`config.mk`:
```
export PLATFORM = sky130hd
export DESIGN_NAME = collision_matrix
export DESIGN_NICKNAME = d
export VERILOG_FILES = /design/src/rtl/collision_pkg.sv /design/src/rtl/sticky_edge.sv /design/src/rtl/collision_matrix.sv
export SDC_FILE = /design/constraint.sdc
export NUM_CORES = 1
export LEC_CHECK = 0
export CORE_MARGIN = 1.5
export CORE_UTILIZATION = 30
export CTS_CLUSTER_SIZE = 8
export DETAILED_ROUTE_END_ITERATION = 8
export GPL_ROUTABILITY_DRIVEN = 0
export PLACE_DENSITY_LB_ADDON = 0.15
export SLEW_MARGIN = 10
export SYNTH_ARGS = -nofsm -noshare
export SYNTH_HDL_FRONTEND = slang
export SYNTH_SLANG_ARGS = --single-unit
```
`constraint.sdc`:
```
create_clock -name clk -period 3.1 [get_ports clk]
set_input_delay 0.31 -clock clk [delete_from_list [all_inputs] [get_ports clk]]
set_output_delay 0.31 -clock clk [all_outputs]
set_load 0.1 [all_outputs]
```
`src/rtl/collision_pkg.sv`:
```
// collision_pkg: default sizes, frame-size constants and request-vector typedefs shared by the collision matrix
package collision_pkg;
  localparam int DEF_N_BUBBLES = 4;
  localparam int DEF_N_ARROWS = 2;
  localparam int DEF_X_FRAME_SIZE = 639;
  localparam int DEF_Y_FRAME_SIZE = 479;
  localparam int DEF_INVULN_FRAMES = 60;
  typedef logic [DEF_N_BUBBLES-1:0] bubble_vec_t;
  typedef logic [DEF_N_ARROWS-1:0] arrow_vec_t;
endpackage

```
`src/rtl/sticky_edge.sv`:
```
// sticky_edge: registered first-hit pulse per frame (in: clk, reset, raw, clear=frame start; out: pulse, sticky)
module sticky_edge (
  input  logic clk,
  input  logic reset,
  input  logic raw,
  input  logic clear,
  output logic pulse,
  output logic sticky
);
  logic held;
  assign held = sticky & ~clear;
  always_ff @(posedge clk) begin
    if (reset) begin
      pulse <= 1'b0;
      sticky <= 1'b0;
    end else begin
      pulse <= raw & ~held;
      sticky <= held | raw;
    end
  end
endmodule

```
`src/rtl/collision_matrix.sv`:
```
// collision_matrix: per-frame overlap/border first-hit pulses, frame summary and char immunity (in: pixel, requests, startOfFrame; out: hit pulses, summary, charInvulnerable)
module collision_matrix
  import collision_pkg::*;
#(
  parameter int N_BUBBLES = DEF_N_BUBBLES,
  parameter int N_ARROWS = DEF_N_ARROWS,
  parameter int X_FRAME_SIZE = DEF_X_FRAME_SIZE,
  parameter int Y_FRAME_SIZE = DEF_Y_FRAME_SIZE,
  parameter int INVULN_FRAMES = DEF_INVULN_FRAMES
) (
  input  logic                 clk,
  input  logic                 reset,
  input  logic                 startOfFrame,
  input  logic [10:0]          pixelX,
  input  logic [10:0]          pixelY,
  input  logic                 charDrawingRequest,
  input  logic [N_ARROWS-1:0]  arrowDrawingRequest,
  input  logic [N_BUBBLES-1:0] bubbleDrawingRequest,
  output logic [N_BUBBLES-1:0] bubbleHitArrow,
  output logic [N_ARROWS-1:0]  arrowHitBubble,
  output logic                 bubbleHitChar,
  output logic [N_BUBBLES-1:0] bubbleHitBorderX,
  output logic [N_BUBBLES-1:0] bubbleHitBorderY,
  output logic                 frameSummaryValid,
  output logic [N_BUBBLES-1:0] frameBubbleHits,
  output logic                 charInvulnerable
);
  localparam int W = 3 * N_BUBBLES + N_ARROWS + 1;
  localparam int CW = INVULN_FRAMES > 0 ? $clog2(INVULN_FRAMES + 1) : 1;
  logic edge_x, edge_y, raw_c, load, unused_sticky;
  logic [W-1:0] raw, pulse, sticky;
  logic [CW-1:0] cnt, cnt_nx;
  assign edge_x = pixelX == 11'd0 || pixelX == 11'(X_FRAME_SIZE);
  assign edge_y = pixelY == 11'd0 || pixelY == 11'(Y_FRAME_SIZE);
  // gating the raw char event keeps immune hits from pulsing; immunity only changes at frame start, where stickies clear anyway
  assign raw_c = charDrawingRequest & |bubbleDrawingRequest & ~charInvulnerable;
  // event bits: [bubble-arrow | arrow-bubble | borderX | borderY | char]
  assign raw = {raw_c,
                bubbleDrawingRequest & {N_BUBBLES{edge_y}},
                bubbleDrawingRequest & {N_BUBBLES{edge_x}},
                arrowDrawingRequest & {N_ARROWS{|bubbleDrawingRequest}},
                bubbleDrawingRequest & {N_BUBBLES{|arrowDrawingRequest}}};
  for (genvar i = 0; i < W; i++) begin : g_edge
    sticky_edge u_edge (
      .clk(clk),
      .reset(reset),
      .raw(raw[i]),
      .clear(startOfFrame),
      .pulse(pulse[i]),
      .sticky(sticky[i])
    );
  end
  assign bubbleHitArrow = pulse[0 +: N_BUBBLES];
  assign arrowHitBubble = pulse[N_BUBBLES +: N_ARROWS];
  assign bubbleHitBorderX = pulse[N_BUBBLES + N_ARROWS +: N_BUBBLES];
  assign bubbleHitBorderY = pulse[2 * N_BUBBLES + N_ARROWS +: N_BUBBLES];
  assign bubbleHitChar = pulse[W-1];
  assign unused_sticky = ^sticky[W-2:N_BUBBLES];
  // load fires on the cycle the char pulse is generated and overrides the frame decrement
  assign load = raw_c & ~(sticky[W-1] & ~startOfFrame);
  assign cnt_nx = load ? CW'(INVULN_FRAMES) : (startOfFrame && cnt != '0) ? cnt - 1'b1 : cnt;
  always_ff @(posedge clk) begin
    if (reset) begin
      cnt <= '0;
      charInvulnerable <= 1'b0;
      frameSummaryValid <= 1'b0;
      frameBubbleHits <= '0;
    end else begin
      cnt <= cnt_nx;
      charInvulnerable <= cnt_nx != '0;
      frameSummaryValid <= startOfFrame;
      if (startOfFrame) frameBubbleHits <= sticky[N_BUBBLES-1:0];
    end
  end
endmodule

```
==> results.txt <==
The run finished with clean final reports. Averaged over all synthesized cells, the footprint is 9.59 µm². The number of global-route vias before repair was 1,402. The logic depth of the worst register-to-register path is 6. Global routing consumed, on the met1 layer, 17.0% of the routing resources.

The sequential area share after synthesis came out at 46.6%. Setup repair after global routing left no endpoint under its margin. In this run the worst path has a maximum fanout of 3.

The number of search-and-repair iterations in the first detailed-routing pass came out at 4. The netlist uses 35 different library cells. In this run the number of cells on the critical path is 1. After floorplanning, the core was divided into 28 placement rows. The placed wire-length estimate came out at 3020 µm. From synthesis to final layout, the design area changed by 34.1%. The number of gates given a new drive strength after cts is 0. Following the worst setup path forward leads to its endpoint at charInvulnerable. The setup path with the least slack is of type flop to output port. In the routed design, unresolved DRC markers number 0. Across the run, the number of max-cap violations was 0. The worst register-to-register path ends at cnt[1].

The synthesized design spends more area on one cell type than any other, namely sky130_fd_sc_hd__dfxtp_1. The number of buffer and inverter instances along the worst setup path is 1. The synthesized-area fraction occupied by adder cells is 1.39%.

The number of nets with antenna violations after detailed routing is 0. By area the synthesized netlist is led by sky130_fd_sc_hd__dfxtp_1 47%, sky130_fd_sc_hd__buf_4 5.8%, sky130_fd_sc_hd__nand2b_1 5.2%. The worst-case IR drop observed on VDD is 420 µV.

The setup TNS after final layout is 0 ps. The top-area cell type share of the netlist area is 46.6%. The number of max-slew violations in the final report came out at 0.

After the first detailed-routing iteration, the DRC count stood at 54. The global routing stage identified its most utilized layer as met2. The worst-path cell with the longest stage delay is sky130_fd_sc_hd__clkdlybuf4s50_1. The synthesized-area fraction occupied by ao, oa, aoi and oai cells is 12.2%. For this run, global-route usage on met3 was measured as 3.41%. The basic-gate share of the synthesized area counting and, or, nand and nor cells is 27.9%. The element type at the critical path end is an output port.

In this run the worst hold path is classified as flop to flop. The mux contribution to synthesized area is 3.40%. The number of flops mapped to enable cells by yosys came out at 0. The worst setup path is launched from a flop. The clock sink count came out at 42. The maximum clock skew at final layout came out at 7.65 ps. Global routing used 22.4% of the available met2 tracks. The final setup violation count is 0. The final hold violation count was 0. The maximum number of buffers from clock root to sink came out at 2.

The diode insertion count for antenna repair is 0. The critical path startpoint is charInvulnerable. The synthesized net count is 222.

In this run the static leakage power is 0.841 nW. TritonCTS built the clock tree. For the pin with the worst max-slew slack, the measured transition is 974 ps. For the worst setup path, the data required time is 2790 ps. The worst path uses 68.3% of the clock period.

By count the netlist is led by 42 x sky130_fd_sc_hd__dfxtp_1, 16 x sky130_fd_sc_hd__a21oi_1, 15 x sky130_fd_sc_hd__nand2b_1. The combinational family with the most area after synthesis is simple AND/OR/NAND/NOR gates. The reg-to-reg startpoint is cnt[0].

The post-cts hold buffer count is 0. The post-detailed-route via-to-cell ratio is 4.70. After detailed routing, the average wire length per cell comes to 13.1 µm.

The post-layout net count came out at 264. The detailed-route wire length came out at 4000 µm. The global-route congestion overflow total came out at 0. In this run the tightest slew margin relative to its limit is 34.9%. The first global-routing pass estimated 6700 µm of wire. In this run the post-CTS setup repair buffer count came out at 0.

The final route contains 1,439 vias. The floorplan step defined a die boundary enclosing 6480 µm². The number of antenna violations at the first check in global routing is 0.

The minimum clock period after layout came out at 2120 ps. The category of cells accounting for the largest share of critical-path delay is buffers and inverters. The flip-flop and latch count after synthesis came out at 42. The clock reaches the later pin of the worst-skew pair after 290 ps. The width of the chip came out at 80.5 µm. The initial cell density of the core is 30.8%. The netlist area before placement is 1800 µm². The tree is rooted in a sky130_fd_sc_hd__clkbuf_8.

The most used flip-flop cell after synthesis is sky130_fd_sc_hd__dfxtp_1. Walking the worst path, the cells encountered are clkdlybuf4s50_1. The register-to-register setup slack is 1320 ps. The number of buffers inserted during clock tree synthesis is 5. The arrival time of the worst setup path is 1810 ps.

The total power divided by cell area came out at 578 nW/µm². The deepest level of the CTS H-tree is 2. The clock transition at the register clock pins on the worst setup and hold paths after CTS came out at 70 ps. The core footprint is 5850 µm². The fraction of final layout cells sized beyond drive strength 1 came out at 9.09%.

The total number of yosys warnings is 0. The total of buffers placed on input and output ports came out at 52. Measured along the y axis, the die boundary spans 80.5 µm. The maximum number of pins on one net before global-route repair came out at 26. The fill cell instance count of the final layout is 574. The final design utilization came out at 41.3%.

The highest achievable clock rate is 473 MHz. The overall fraction of global-route tracks in use came out at 13.5%. The most numerous cell in the Yosys netlist is sky130_fd_sc_hd__dfxtp_1. The synthesized netlist devotes 0.972% of its cell area to XOR and XNOR gates. The maximum cell stage delay along the critical path is 1150 ps. The number of I/O pins is 53.

The synthesized instance count came out at 188. After synthesis, the share of flip-flops with an asynchronous set or reset is 0%.
## through the flow
stage          setup WS [ps]  area [µm²]  instances  hold slack [ps]  total power [mW]
2_1_floorplan           1450        1800        188              419             0.883
3_3_place_gp             920        2310        298              459             0.990
3_5_place_dp             909        2310        298              466             0.989
4_1_cts                  947        2420        306              478              1.41
5_1_grt                  945        2420        306              493              1.47
6_report                 984        2420        306              478              1.40
## power breakdown
group          switching, mW  internal, mW  total, mW  leakage, nW
clock network          0.183         0.240      0.424       0.0514
registers             0.0390         0.578      0.617        0.344
logic                  0.205         0.152      0.357        0.445
total                  0.427         0.970       1.40        0.841
## registers in the layout, indices dropped and copies added (netlist names)
signal	flops
g_edge.u_edge.pulse	15
g_edge.u_edge.sticky	15
cnt	6
frameBubbleHits	4
charInvulnerable	1
frameSummaryValid	1
## worst min-delay path by stage
stage	startpoint	endpoint	slack (ps)	cells after the start
detailed placement	g_edge[13].u_edge.sticky	g_edge[13].u_edge.sticky	470	2
global placement	g_edge[10].u_edge.sticky	g_edge[10].u_edge.sticky	460	2
CTS	g_edge[10].u_edge.sticky	g_edge[10].u_edge.sticky	480	2
finish	g_edge[10].u_edge.sticky	g_edge[10].u_edge.sticky	480	2
global route	g_edge[13].u_edge.sticky	g_edge[13].u_edge.sticky	490	2
floorplan	arrowDrawingRequest[0]	g_edge[4].u_edge.sticky	420	2
## cell usage in the layout (no fill, tap or decap), drive strengths merged, types with 6 or more instances in the layout
master / n
nor2: 16
clkbuf: 6
a21oi: 17
dfxtp: 42
clkdlybuf4s50: 52
nor3b: 9
o211ai: 8
nand2b: 15
nor3: 11
nor2b: 7
## logic make-up after synthesis
logic type | count (synthesis)
AND/OR/NAND/NOR | 80
AO/OA/AOI/OAI | 34
buffers and inverters | 22
flip-flops | 42
adder cells (fa/ha/maj) | 2
multiplexers | 6
XOR/XNOR | 2
## cell type report
type / count / area, µm² / share of cell area, %
clock buffer: 6 / 72.6 / 3.00
clock inverter: 2 / 37.5 / 1.55
inverter: 3 / 11.3 / 0.466
multi-input combinational: 124 / 827 / 34.2
sequential: 42 / 841 / 34.8
tap: 75 / 93.8 / 3.88
timing repair buffer: 54 / 536 / 22.1
## layer usage
| metal | vias up | part of all wire [%] |
|---|---|---|
| met5 | - | 0 |
| met4 | 0 | 1.0 |
| met3 | 4 | 4.0 |
| met2 | 23 | 50 |
| met1 | 676 | 45 |
| li1 | 736 | - |
Power figures use the tool's default switching activity.
